### src/rtl/gpio_arb_pkg.sv
// Shared types and constants for the GPIO bus arbiter: FSM encoding, op encoding,
// error read-data pattern and the latched request payload.
package gpio_arb_pkg;

    localparam int unsigned ADDR_W = 32;
    localparam int unsigned DATA_W = 32;

    typedef enum logic [1:0] {
        IDLE  = 2'd0,
        ISSUE = 2'd1,
        RESP  = 2'd2
    } state_e;

    localparam logic OP_READ  = 1'b0;
    localparam logic OP_WRITE = 1'b1;

    localparam logic [DATA_W-1:0] GPIO_ARB_ERR_DATA = 32'hDEAD_BEEF;

    typedef struct packed {
        logic              op;
        logic [ADDR_W-1:0] addr;
        logic [DATA_W-1:0] wdata;
    } gpio_req_t;

endpackage

### src/rtl/rr_arbiter.sv
// Combinational round-robin picker: searches upward from last_grant+1 (mod N)
// and returns the first requester as one-hot and as an index.
module rr_arbiter #(
    parameter int unsigned N = 2
) (
    input  logic [N-1:0]         req,
    input  logic [$clog2(N)-1:0] last_grant,
    output logic [N-1:0]         grant_c,
    output logic [$clog2(N)-1:0] grant_idx_c,
    output logic                 any_req_c
);

    localparam int unsigned IDX_W = $clog2(N);

    logic [IDX_W-1:0] cand;

    always_comb begin
        grant_c     = '0;
        grant_idx_c = '0;
        any_req_c   = 1'b0;
        cand        = '0;
        for (int unsigned i = 1; i <= N; i++) begin
            cand = IDX_W'((32'(last_grant) + i) % N);
            if (!any_req_c && req[cand]) begin
                any_req_c   = 1'b1;
                grant_idx_c = cand;
                grant_c     = N'(1) << cand;
            end
        end
    end

endmodule

### src/rtl/gpio_bus_arbiter.sv
// Round-robin sharing of the single GPIO peripheral port between NUM_MASTERS requesters.
// Optional ISSUE-state timeout with error completion under GPIO_ARB_TIMEOUT_EN.
module gpio_bus_arbiter
    import gpio_arb_pkg::*;
#(
    parameter int unsigned NUM_MASTERS = 2,
    parameter int unsigned TIMEOUT     = 16
) (
    input  logic                          clk,
    input  logic                          reset,
    input  logic [NUM_MASTERS-1:0]        m_read,
    input  logic [NUM_MASTERS-1:0]        m_write,
    input  logic [ADDR_W*NUM_MASTERS-1:0] m_address,
    input  logic [DATA_W*NUM_MASTERS-1:0] m_write_data,
    output logic [DATA_W-1:0]             m_read_data,
    output logic [NUM_MASTERS-1:0]        m_response,
    output logic [NUM_MASTERS-1:0]        m_error,
    output logic                          s_read,
    output logic                          s_write,
    output logic [ADDR_W-1:0]             s_address,
    output logic [DATA_W-1:0]             s_write_data,
    input  logic [DATA_W-1:0]             s_read_data,
    input  logic                          s_response
);

    localparam int unsigned IDX_W = $clog2(NUM_MASTERS);

    if (TIMEOUT < 2 || NUM_MASTERS < 2 || NUM_MASTERS > 8) begin : g_bad_params
        $error("gpio_bus_arbiter: NUM_MASTERS must be 2..8 and TIMEOUT at least 2");
    end

    state_e                   state, state_nxt;
    logic [IDX_W-1:0]         last_grant, last_grant_nxt, arb_idx;
    logic [NUM_MASTERS-1:0]   grant_oh, grant_oh_nxt, arb_grant, req_vec;
    logic                     any_req;
    gpio_req_t                sel_req;
    logic                     s_read_nxt, s_write_nxt;
    logic [ADDR_W-1:0]        s_address_nxt;
    logic [DATA_W-1:0]        s_write_data_nxt, m_read_data_nxt;
    logic [NUM_MASTERS-1:0]   m_response_nxt, m_error_nxt;

`ifdef GPIO_ARB_TIMEOUT_EN
    localparam int unsigned CNT_W = $clog2(TIMEOUT);
    logic [CNT_W-1:0] cnt, cnt_nxt;
`endif

    assign req_vec = m_read | m_write;

    rr_arbiter #(.N(NUM_MASTERS)) u_rr_arbiter (
        .req         (req_vec),
        .last_grant  (last_grant),
        .grant_c     (arb_grant),
        .grant_idx_c (arb_idx),
        .any_req_c   (any_req)
    );

    // Winner's payload; a simultaneous read+write is treated as a write.
    always_comb begin
        sel_req.op    = m_write[arb_idx] ? OP_WRITE : OP_READ;
        sel_req.addr  = m_address[ADDR_W*32'(arb_idx) +: ADDR_W];
        sel_req.wdata = m_write_data[DATA_W*32'(arb_idx) +: DATA_W];
    end

    always_comb begin
        state_nxt        = state;
        last_grant_nxt   = last_grant;
        grant_oh_nxt     = grant_oh;
        s_read_nxt       = 1'b0;
        s_write_nxt      = 1'b0;
        s_address_nxt    = s_address;
        s_write_data_nxt = s_write_data;
        m_read_data_nxt  = m_read_data;
        m_response_nxt   = '0;
        m_error_nxt      = '0;
`ifdef GPIO_ARB_TIMEOUT_EN
        cnt_nxt          = cnt;
`endif
        case (state)
            IDLE: begin
                if (any_req) begin
                    last_grant_nxt   = arb_idx;
                    grant_oh_nxt     = arb_grant;
                    s_read_nxt       = (sel_req.op == OP_READ);
                    s_write_nxt      = (sel_req.op == OP_WRITE);
                    s_address_nxt    = sel_req.addr;
                    s_write_data_nxt = sel_req.wdata;
`ifdef GPIO_ARB_TIMEOUT_EN
                    cnt_nxt          = '0;
`endif
                    state_nxt        = ISSUE;
                end
            end
            ISSUE: begin
                if (s_response) begin
                    m_read_data_nxt = s_write ? '0 : s_read_data;
                    m_response_nxt  = grant_oh;
                    state_nxt       = RESP;
                end
`ifdef GPIO_ARB_TIMEOUT_EN
                else if (cnt == CNT_W'(TIMEOUT - 1)) begin
                    m_read_data_nxt = GPIO_ARB_ERR_DATA;
                    m_response_nxt  = grant_oh;
                    m_error_nxt     = grant_oh;
                    state_nxt       = RESP;
                end else begin
                    s_read_nxt  = s_read;
                    s_write_nxt = s_write;
                    cnt_nxt     = cnt + CNT_W'(1);
                end
`else
                else begin
                    s_read_nxt  = s_read;
                    s_write_nxt = s_write;
                end
`endif
            end
            // Always back through IDLE so the answered master can drop its request.
            RESP:    state_nxt = IDLE;
            default: state_nxt = IDLE;
        endcase
    end

    always_ff @(posedge clk or negedge reset) begin
        if (!reset) begin
            state        <= IDLE;
            last_grant   <= IDX_W'(NUM_MASTERS - 1);
            grant_oh     <= '0;
            s_read       <= 1'b0;
            s_write      <= 1'b0;
            s_address    <= '0;
            s_write_data <= '0;
            m_read_data  <= '0;
            m_response   <= '0;
            m_error      <= '0;
`ifdef GPIO_ARB_TIMEOUT_EN
            cnt          <= '0;
`endif
        end else begin
            state        <= state_nxt;
            last_grant   <= last_grant_nxt;
            grant_oh     <= grant_oh_nxt;
            s_read       <= s_read_nxt;
            s_write      <= s_write_nxt;
            s_address    <= s_address_nxt;
            s_write_data <= s_write_data_nxt;
            m_read_data  <= m_read_data_nxt;
            m_response   <= m_response_nxt;
            m_error      <= m_error_nxt;
`ifdef GPIO_ARB_TIMEOUT_EN
            cnt          <= cnt_nxt;
`endif
        end
    end

endmodule

### config.mk
export PLATFORM = sky130hd
export DESIGN_NAME = gpio_bus_arbiter
export DESIGN_NICKNAME = d
export VERILOG_FILES = /design/src/rtl/gpio_arb_pkg.sv /design/src/rtl/rr_arbiter.sv /design/src/rtl/gpio_bus_arbiter.sv
export SDC_FILE = /design/constraint.sdc
export NUM_CORES = 1
export LEC_CHECK = 0
export CORE_ASPECT_RATIO = 1.75
export CORE_MARGIN = 5
export CORE_UTILIZATION = 25
export DETAILED_ROUTE_END_ITERATION = 10
export PLACE_DENSITY_LB_ADDON = 0.08
export RECOVER_POWER = 100
export SYNTH_ARGS = -nofsm -noshare
export SYNTH_HDL_FRONTEND = slang
export SYNTH_HIERARCHICAL = 1
export SYNTH_SLANG_ARGS = --single-unit
### constraint.sdc
create_clock -name clk -period 2.5 [get_ports clk]
set_clock_uncertainty 0.2 [all_clocks]
set_input_delay 0.5 -clock clk [delete_from_list [all_inputs] [get_ports clk]]
set_output_delay 0.5 -clock clk [all_outputs]
set_load 0.005 [all_outputs]
==> run_summary.xml <==
<?xml version="1.0" encoding="UTF-8"?>
<metrics>
  <group name="worst_setup_path">
    <metric name="critical_path.startpoint_type" unit="">input port</metric>
    <metric name="timing.critical_path.to_type" unit="">register</metric>
    <metric name="cpMaxStageDelayCell" unit="">sky130_fd_sc_hd__clkdlybuf4s50_1</metric>
    <metric name="cp.required" unit="ns">2.53</metric>
    <metric name="path_common_cell" unit="">sky130_fd_sc_hd__mux2_1</metric>
    <metric name="slowest_delay" unit="ns">0.42</metric>
    <metric name="worst-path-max-fanout" unit="">25</metric>
    <metric name="crit_type" unit="">in2reg</metric>
    <metric name="cp_cell_sequence" unit="">clkdlybuf4s50_1 &gt; or2_2 &gt; a21boi_4 &gt; buf_6 &gt; mux2_1 &gt; mux2_1</metric>
    <metric name="arrival" unit="ns">2.43</metric>
  </group>
  <group name="logic_synthesis">
    <metric name="postSynthCellCount" unit="">341</metric>
    <metric name="ys_seq_elements" unit="">105</metric>
    <metric name="ys_warn_count" unit="">6</metric>
    <metric name="syn-cell-area" unit="sq um">4981</metric>
    <metric name="netlist-cell-type-count" unit="">22</metric>
    <metric name="syn-mean-instance-area" unit="sq um">14.61</metric>
    <metric name="yosysSeqAreaShare" unit="%">52.78</metric>
  </group>
  <group name="global_route">
    <metric name="globalRouteTotalUtil" unit="%">12.94</metric>
    <metric name="antenna_found_initial" unit="">1</metric>
    <metric name="first_global_vias" unit="">4212</metric>
    <metric name="grt_pass1_wl" unit="mm">23.08</metric>
    <metric name="grt_max_degree" unit="">52</metric>
    <metric name="globalRoute.totalOverflow" unit="">0</metric>
  </group>
  <group name="run_status">
    <metric name="outcome" unit="">finished, final reports clean</metric>
  </group>
  <group name="place">
    <metric name="numPortBuffers" unit="">266</metric>
    <metric name="post_placement_cell_area" unit="sq um">7940</metric>
    <metric name="placed_cells_incl_taps" unit="">839</metric>
    <metric name="post-dp-hpwl" unit="mm">11.85</metric>
    <metric name="gp_routability_congestion" unit="">0.7142</metric>
  </group>
  <group name="cts">
    <metric name="cts_setup_buffers" unit="">0</metric>
    <metric name="numClockSinks" unit="">105</metric>
    <metric name="ctsLongestPathBuffers" unit="">2</metric>
    <metric name="tritoncts" unit="">built</metric>
    <metric name="ctsRootBufferMaster" unit="">sky130_fd_sc_hd__clkbuf_16</metric>
    <metric name="clk_pin_slew_worst_paths" unit="ns">0.08</metric>
    <metric name="clkLatencyLatePin" unit="ns">0.34</metric>
    <metric name="cts_htree_levels" unit="">3</metric>
    <metric name="cts_inserted_buffers" unit="">9</metric>
  </group>
  <group name="drt">
    <metric name="dr.pass1.iters" unit="">4</metric>
    <metric name="detail_route.drc_violations" unit="">0</metric>
    <metric name="dr_vias_cell" unit="">4.364</metric>
    <metric name="via_count" unit="">3740</metric>
    <metric name="first_iter_violations" unit="">72</metric>
    <metric name="postRouteAntennaNets" unit="">0</metric>
    <metric name="finalWirelength" unit="mm">15.11</metric>
    <metric name="wl_per_cell" unit="um">17.63</metric>
  </group>
  <group name="final_layout">
    <metric name="nNetsFinal" unit="">773</metric>
    <metric name="final.fill_count" unit="">1925</metric>
    <metric name="design_area" unit="sq um">8222</metric>
    <metric name="area.growth.synth_to_final" unit="%">65.06</metric>
    <metric name="layout-drive-gt1-share" unit="%">27.50</metric>
    <metric name="mostFrequentLayoutCells" unit="">164 x sky130_fd_sc_hd__clkdlybuf4s50_1, 135 x sky130_fd_sc_hd__mux2_2, 104 x sky130_fd_sc_hd__dfrtp_1</metric>
    <metric name="final_common_cell" unit="">sky130_fd_sc_hd__clkdlybuf4s50_1</metric>
    <metric name="fin_cells" unit="">857</metric>
  </group>
  <group name="job">
    <metric name="max_cap_violations" unit="">0</metric>
  </group>
  <group name="power_and_ir_drop">
    <metric name="power_density" unit="nW/um^2">1039</metric>
    <metric name="design_power_total" unit="W">0.008542</metric>
    <metric name="total_leakage_power" unit="nW">3.371</metric>
    <metric name="vdd.ir_drop.worst" unit="V">0.0004668</metric>
  </group>
  <group name="timing">
    <metric name="timing.final.hold_violations" unit="">0</metric>
    <metric name="fin_crit_sh" unit="%">96.02</metric>
    <metric name="worst_slew_pin_slew" unit="ns">0.8797</metric>
    <metric name="rsz_0062_raised_after_global_routing" unit="">false</metric>
    <metric name="min_period" unit="ns">2.401</metric>
    <metric name="maximum_clock_frequency" unit="GHz">0.4166</metric>
    <metric name="report.final.slew_viol_count" unit="">0</metric>
    <metric name="relative_max_transition_margin" unit="%">41.36</metric>
    <metric name="finalSetupViolations" unit="">0</metric>
  </group>
  <group name="min_path">
    <metric name="worstHoldPathType" unit="">reg2reg</metric>
  </group>
  <group name="floorplanning">
    <metric name="num_rows" unit="">68</metric>
    <metric name="design.core.area" unit="sq um">19650</metric>
    <metric name="die-area" unit="sq um">22960</metric>
    <metric name="die_height" unit="um">196.7</metric>
    <metric name="die-width" unit="um">116.7</metric>
    <metric name="starting_density_of_the_core" unit="%">25.34</metric>
    <metric name="ioPinCount" unit="">269</metric>
  </group>
</metrics>
-- per-layer routing --
metal / part of all wire, % / wire (um) / global-route usage, %
met2: 55 / 8335 / 24.13
met5: 0 / 0 / 0
met3: 8.4 / 1264 / 3.625
met4: 2.9 / 437 / 4.804
met1: 34 / 5070 / 13.37
-- worst paths after layout --
path | start | to | slack [ns] | depth (start not counted)
min in group asynchronous | reset | m_read_data[29] | 0.57 | 2
min reg2reg | grant_oh[0] | m_response[0] | 0.28 | 1
max in group asynchronous | reset | s_write_data[2] | 0.33 | 3
max | m_write[0] | s_address[29] | 0.1 | 6
max reg2reg | state[1] | m_read_data[10] | 0.35 | 3
min | grant_oh[0] | m_response[0] | 0.28 | 1
-- synthesized netlist by cell type --
cell / instances / area (sq um)
sky130_fd_sc_hd__buf_2: 6 / 30.03
sky130_fd_sc_hd__mux2_2: 138 / 1554
sky130_fd_sc_hd__nor3b_1: 1 / 7.510
sky130_fd_sc_hd__mux2i_1: 1 / 10.01
sky130_fd_sc_hd__a22o_1: 1 / 8.760
sky130_fd_sc_hd__mux2_1: 25 / 281.5
sky130_fd_sc_hd__nor2b_1: 32 / 200.2
sky130_fd_sc_hd__dfstp_2: 1 / 26.28
sky130_fd_sc_hd__o2bb2ai_1: 1 / 8.760
sky130_fd_sc_hd__buf_4: 5 / 37.54
sky130_fd_sc_hd__and3b_1: 1 / 8.760
sky130_fd_sc_hd__and2_1: 2 / 12.51
sky130_fd_sc_hd__clkbuf_1: 3 / 11.26
sky130_fd_sc_hd__dfrtp_1: 104 / 2603
sky130_fd_sc_hd__or3b_2: 1 / 8.760
sky130_fd_sc_hd__buf_6: 10 / 112.6
sky130_fd_sc_hd__a21boi_1: 2 / 15.01
sky130_fd_sc_hd__or2_2: 3 / 18.77
sky130_fd_sc_hd__nor3b_2: 1 / 12.51
sky130_fd_sc_hd__or2_1: 1 / 6.260
sky130_fd_sc_hd__inv_1: 1 / 3.750
sky130_fd_sc_hd__conb_1: 1 / 3.750
-- layout make-up --
type                       instances  area (sq um)  area share [%]
timing repair buffer             277          2793           33.97
sequential                       105          2629           31.97
multi-input combinational        212          2178           26.50
tap                              245         306.5           3.729
clock buffer                       9         225.2           2.739
clock inverter                     7         83.83           1.020
inverter                           1         3.754         0.04566
antenna                            1         2.502         0.03044
-- critical path, delay by kind of cell --
family / cells / cell delay, ns
buffers and inverters: 2 / 0.69
multiplexers: 2 / 0.68
AND/OR/NAND/NOR: 1 / 0.35
AO/OA/AOI/OAI: 1 / 0.20
-- registers in the layout, summed over array words and instances (netlist names) --
name,cells
grant_oh,2
last_grant,1
m_read_data,32
m_response,2
s_address,32
s_read,1
s_write,1
s_write_data,32
state,2
-- power breakdown --
part / total [W] / switching, W / internal, W
registers: 0.00293 / 0.000373 / 0.00256
logic: 0.00411 / 0.00151 / 0.00261
clock network: 0.00149 / 0.000695 / 0.000798
-- kinds of logic after synthesis --
logic type,share of synthesized area [%]
simple gates,5.526
compound gates,0.6531
other cells,0.07529
flops,52.78
mux,37.05
buf+inv,3.919
-- through the flow --
step           hold WS [ns]  util (%)  setup TNS [ns]  worst slack [ns]
6_report             0.2785     41.83               0           0.09945
5_1_grt              0.3055     41.83               0           0.01116
4_1_cts              0.2877     42.02               0           0.09452
3_5_place_dp         0.1761     40.40          -14.18           -0.2659
3_3_place_gp         0.1766     40.40          -13.62           -0.2526
2_1_floorplan      0.004409         -               0            0.2545
-- timing repair --
item                                   4_1_cts  5_1_grt
endpoints found under the hold margin       12        0
hold buffers                                 1        0
gates resized for setup                      0        0
No activity file was read; power rests on OpenSTA's default activity.
==> edit 1: new RTL, config.mk and constraints unchanged <==
Change the parameter `NUM_MASTERS` from 2 to 4.
--- a/src/rtl/gpio_bus_arbiter.sv
+++ b/src/rtl/gpio_bus_arbiter.sv
@@ -4,5 +4,5 @@
     import gpio_arb_pkg::*;
 #(
-    parameter int unsigned NUM_MASTERS = 2,
+    parameter int unsigned NUM_MASTERS = 4,
     parameter int unsigned TIMEOUT     = 16
 ) (
Ports: changed (6 resized); port bits go from 269 to 405. The function was not compared with the original's and may differ.
==> edit 1 against the unedited design <==
The flow now finishes with violations (capacitance limit, slew limit, setup timing); synthesized area up 30%; design area rose by 48%; routed wire length grew 82%; core utilization grew 5.5 points; sequential cell count rose by 5; worst setup slack lost 920 ps; power grew 97%; global-route usage increased by 5.4 points; first-iteration DRC count increased to 3.3 times the old value; critical path type is now reg -> reg.
==> edit 1: results (changes against the unedited design) <==
[worst_setup_path]
max_stage_delay_ps = 640  ; +220 ps
path_delay_family = multiplexers
cp_max_fo = 20  ; -20%
cp.arrival_ps = 3370  ; +940 ps
cpMaxStageDelayCell = dfstp_2

[sta]
setup_slack_ps = -824  ; -923 ps
relSlewSlack = -0.000832  ; -0.414
final-max-slew-violation-count = 23  ; +23
finalSetupViolations = 73  ; +73

[layout]
nets = 1200  ; +55%
fillers = 2382  ; +24%
reg_top3 = m_read_data x32, s_address x32, s_write_data x32
drive_gt1_frac = 0.323  ; +0.0480

[run]
drv_cap = 1  ; +1

[synth]
yosysWarnings = 6  ; unchanged
ys_seq_area_frac = 0.425  ; -0.103
ys_top_cells_by_area = dfrtp_1 (42%), mux4_2 (24%), mux2_2 (18%)
synth_compound_area_frac = 0.0301  ; +0.0235
syn_avg_cell_area_um2 = 15.0  ; +2.4%
netlist_top_cells_count = dfrtp_1 (108), mux2_2 (103), mux4_2 (69), nor2b_1 (38), buf_2 (18)
async_flop_share = 1.00  ; unchanged
synthXorXnorAreaFrac = 0  ; unchanged
yosys.area_share.adder = 0.0154  ; +0.0154
synth_cell_type_count = 36  ; +64%
synth_mux_area_frac = 0.424  ; +0.0538

[place]
place_hpwl_um = 22200  ; +87%
gp_congestion = 0.859  ; +20%
io_buffers = 400  ; +50%
pre_cts_ws_ps = -1440  ; -1180 ps

[clocking]
cts_root_buffer = clkbuf_16
cts_buffer_depth = 2  ; unchanged
cts_buffers = 9  ; unchanged
postCtsSetupRepairBufs = 16  ; +16
path_clk_slew_ps = 80  ; about the same
clock_latency_ps = 360  ; +20 ps
cts_resized = 60  ; +60

[route]
viasPerCell = 4.71  ; +8.0%
wl_per_cell_um = 22.5  ; +28%
dr.pass1.iters = 4  ; unchanged
drt-initial-drc-count = 239  ; +230%
wl_um = 27500  ; +82%

[status]
outcome = finished, violations left
violations = capacitance limit, slew limit, setup timing

[power_and_ir_drop]
p_leak_uw = 0.00499  ; +48%
peakVddDrop_v = 0.000692  ; +48%

[global_routing]
grt_max_degree = 66  ; +27%
grt_pass1_vias = 6476  ; +54%
grt-ovfl-total = 0  ; unchanged
globalRouteTotalUtil = 0.183  ; +0.0539
grt_pass1_wl_um = 41000  ; +78%
antenna_found_initial = 5  ; +4

[worst_hold_path]
hp-class = reg -> reg

edit 1: cell type report:
class	count	area [um2]	area share
Sequential cell	110	2760	0.226
Clock buffer	10	239	0.0196
Antenna cell	4	10.0	0.000821
Multi-Input combinational cell	287	3750	0.308
Tap cell	320	400	0.0328
Inverter	3	16.3	0.00133
Clock inverter	6	116	0.00954
Timing Repair Buffer	482	4910	0.402
edit 1: power by group:
group	internal [uW]	switching (uW)	leakage (uW)
Sequential	2730	458	0.00132
Clock	1020	703	0.000174
Combinational	7510	4370	0.00350
edit 1: path summary, 6_finish.rpt:
path	endpoint	depth (start not counted)	slack, ps	from
worst min-delay path	m_response[1]$_DFF_PN0_	1	290	grant_oh[1]$_DFFE_PN0P_
worst min register to register	m_response[1]$_DFF_PN0_	1	290	grant_oh[1]$_DFFE_PN0P_
worst max register to register	s_address[10]$_DFFE_PN0P_	11	-820	last_grant[0]$_DFFE_PN1P_
min in group asynchronous	grant_oh[1]$_DFFE_PN0P_	2	840	reset
worst max-delay path	s_address[10]$_DFFE_PN0P_	11	-820	last_grant[0]$_DFFE_PN1P_
max in group asynchronous	s_address[1]$_DFFE_PN0P_	3	170	reset
edit 1: routing by layer:
layer | routed length (um) | share of wire | vias to the layer above | track usage
met3 | 1680 | 0.061 | 31 | 0.0485
li1 | - | - | 2582 | -
met5 | 13 | 0.00047 | - | 0
met2 | 15600 | 0.57 | 246 | 0.346
met1 | 9510 | 0.35 | 2900 | 0.193
met4 | 642 | 0.023 | 2 | 0.0658
edit 1: stage by stage:
stage          TNS [ps]   util  hold slack [ps]  area [um2]
5_1_grt          -72380  0.473              313       12200
6_report         -54760  0.473              293       12200
4_1_cts          -53120  0.469              288       12100
3_5_place_dp     -92740  0.439              240       11300
2_1_floorplan    -57970      -             4.41        6590
3_3_place_gp     -87180  0.439              235       11300
==> edit 2: new RTL, config.mk and constraints unchanged <==
Without the edit above. Put one more register stage on the output `s_write_data`, without a reset. The value now appears one clock later. The other outputs are not delayed to match.
--- a/src/rtl/gpio_bus_arbiter.sv
+++ b/src/rtl/gpio_bus_arbiter.sv
@@ -25,4 +25,6 @@
 
     localparam int unsigned IDX_W = $clog2(NUM_MASTERS);
+
+    logic [DATA_W-1:0] s_write_data_s0;
 
     if (TIMEOUT < 2 || NUM_MASTERS < 2 || NUM_MASTERS > 8) begin : g_bad_params
@@ -69,5 +71,5 @@
         s_write_nxt      = 1'b0;
         s_address_nxt    = s_address;
-        s_write_data_nxt = s_write_data;
+        s_write_data_nxt = s_write_data_s0;
         m_read_data_nxt  = m_read_data;
         m_response_nxt   = '0;
@@ -129,5 +131,5 @@
             s_write      <= 1'b0;
             s_address    <= '0;
-            s_write_data <= '0;
+            s_write_data_s0 <= '0;
             m_read_data  <= '0;
             m_response   <= '0;
@@ -143,5 +145,5 @@
             s_write      <= s_write_nxt;
             s_address    <= s_address_nxt;
-            s_write_data <= s_write_data_nxt;
+            s_write_data_s0 <= s_write_data_nxt;
             m_read_data  <= m_read_data_nxt;
             m_response   <= m_response_nxt;
@@ -153,4 +155,8 @@
     end
 
+    always_ff @(posedge clk) begin
+        s_write_data <= s_write_data_s0;
+    end
+
 endmodule
 
Formal check against the unedited RTL: not equivalent (a bounded check fails within 4 cycles, from zero or initial values and one cycle with reset low).
==> edit 2 against the unedited design <==
Routed wire length up 6.6%; final cell count grew 12%; design area increased by 13%; synthesized area up 14%; power increased by 25%; sequential power up 29%; worst setup slack gained 110 ps; count of clock-buffer cells in the layout up 13; sequential cell count rose by 32; largest power group unchanged.
==> edit 2: results (changes against the unedited design) <==
[synth]
synth.top_cell.area_share = 0.460  ; -0.0624
synth_ff_type = dfrtp_1
yosysWarnings = 6  ; unchanged
async_flop_share = 0.766  ; -0.234
ys_seq_area_frac = 0.578  ; +0.0502
synth_cell_type_count = 24  ; +9.1%
netlist_top_cells_count = mux2_2 (126), dfrtp_1 (104), dfxtp_1 (32), nor2b_1 (32), mux2_1 (28)
ys_top_cells_by_area = dfrtp_1 (46%), mux2_2 (25%), dfxtp_1 (11%)
syn_avg_cell_area_um2 = 15.2  ; +3.8%

[power_and_ir_drop]
p_sw_uw = 2920  ; +13%
peakVddDrop_v = 0.000537  ; +15%
pwr-share-seq = 0.355  ; +0.011
p_leak_uw = 0.00384  ; +14%
internal_power_uw = 7750  ; +30%
clock_power_uw = 2650  ; +78%

[place]
place_area_mm2 = 0.00874  ; +10%
placed_cells_incl_taps = 925  ; +10%
place_hpwl_um = 12200  ; +3.3%
pre_cts_ws_ps = -233  ; +33.2 ps
gp_congestion = 0.705  ; -1.3%
io_buffers = 266  ; unchanged

[global_routing]
antenna_found_initial = 0  ; -1
grt_pass1_vias = 4560  ; +8.3%
grt_max_degree = 49  ; -5.8%
grt_pass1_wl_um = 25000  ; +8.4%
globalRouteTotalUtil = 0.128  ; -0.000877

[worst_setup_path]
timing.rr.end = m_read_data[20]$_DFFE_PN0P_
cp_max_fo = 28  ; +12%
crit_end = s_address[20]$_DFFE_PN0P_
cp.arrival_ps = 2390  ; -40 ps
path_delay_family = multiplexers
r2r_setup_slack_ps = 440  ; +90 ps

[clocking]
cts_buffers = 17  ; +8
postCtsSetupRepairBufs = 0  ; unchanged
clock_latency_ps = 410  ; +70 ps
h-tree-depth = 4  ; +1
path_clk_slew_ps = 60  ; -20 ps

[route]
wl_um = 16100  ; +6.6%
wl_per_cell_um = 16.8  ; -4.6%
drt-initial-drc-count = 107  ; +49%
vias = 3972  ; +6.2%

[layout]
antenna_cells = 0  ; -1
fillers = 2157  ; +12%
nets = 816  ; +5.6%
drive_gt1_frac = 0.269  ; -0.00608

[worst_hold_path]
hp-class = reg -> reg

[sta]
period_minus_slack_ps = 2290  ; -107 ps
tightestPinTransition_ps = 877  ; -3.03 ps

[status]
outcome = finished, final reports clean

==> edit 2: changes by cell type after synthesis, sizes merged <==
| cell | change |
|---|---|
| dfxtp | +32 |
==> edit 2: cell type report <==
cell class,instances,area [um2],share of cell area
multi-input combinational,212,2180,0.234
sequential,137,3270,0.350
timing repair buffer,280,2880,0.308
clock inverter,10,139,0.0149
inverter,1,3.75,0.000402
tap,296,370,0.0397
clock buffer,22,494,0.0530
==> edit 2: worst min-delay path by stage <==
stage	slack, ps	cells past startpoint	startpoint	end
after floorplan	4	0	reset	grant_oh[0]$_DFFE_PN0P_
after global placement	150	0	s_write_data_s0[31]$_DFFE_PN0P_	s_write_data[31]$_DFF_P_
after detailed placement	150	0	s_write_data_s0[25]$_DFFE_PN0P_	s_write_data[25]$_DFF_P_
after CTS	160	0	s_write_data_s0[25]$_DFFE_PN0P_	s_write_data[25]$_DFF_P_
after global routing	180	0	s_write_data_s0[15]$_DFFE_PN0P_	s_write_data[15]$_DFF_P_
final	160	0	s_write_data_s0[14]$_DFFE_PN0P_	s_write_data[14]$_DFF_P_
==> edit 2: repair_timing <==
action,CTS,global route
hold buffers,1,0
endpoints found under the setup margin,0,0
hold endpoints to repair,26,0
==> edit 2: kinds of logic after synthesis <==
group | after synthesis | synth area share
compound gates | 4 | 0.00575
buf+inv | 25 | 0.0347
flops | 137 | 0.578
mux | 164 | 0.332
other cells | 1 | 0.000663
simple gates | 42 | 0.0487
==> edit 2: layer usage <==
layer / up-vias / part of all wire / global-route usage
met3: 15 / 0.10 / 0.0574
met1: 1934 / 0.36 / 0.133
met5: - / 0 / 0
li1: 1847 / - / -
met2: 176 / 0.52 / 0.224
met4: 0 / 0.017 / 0.0482
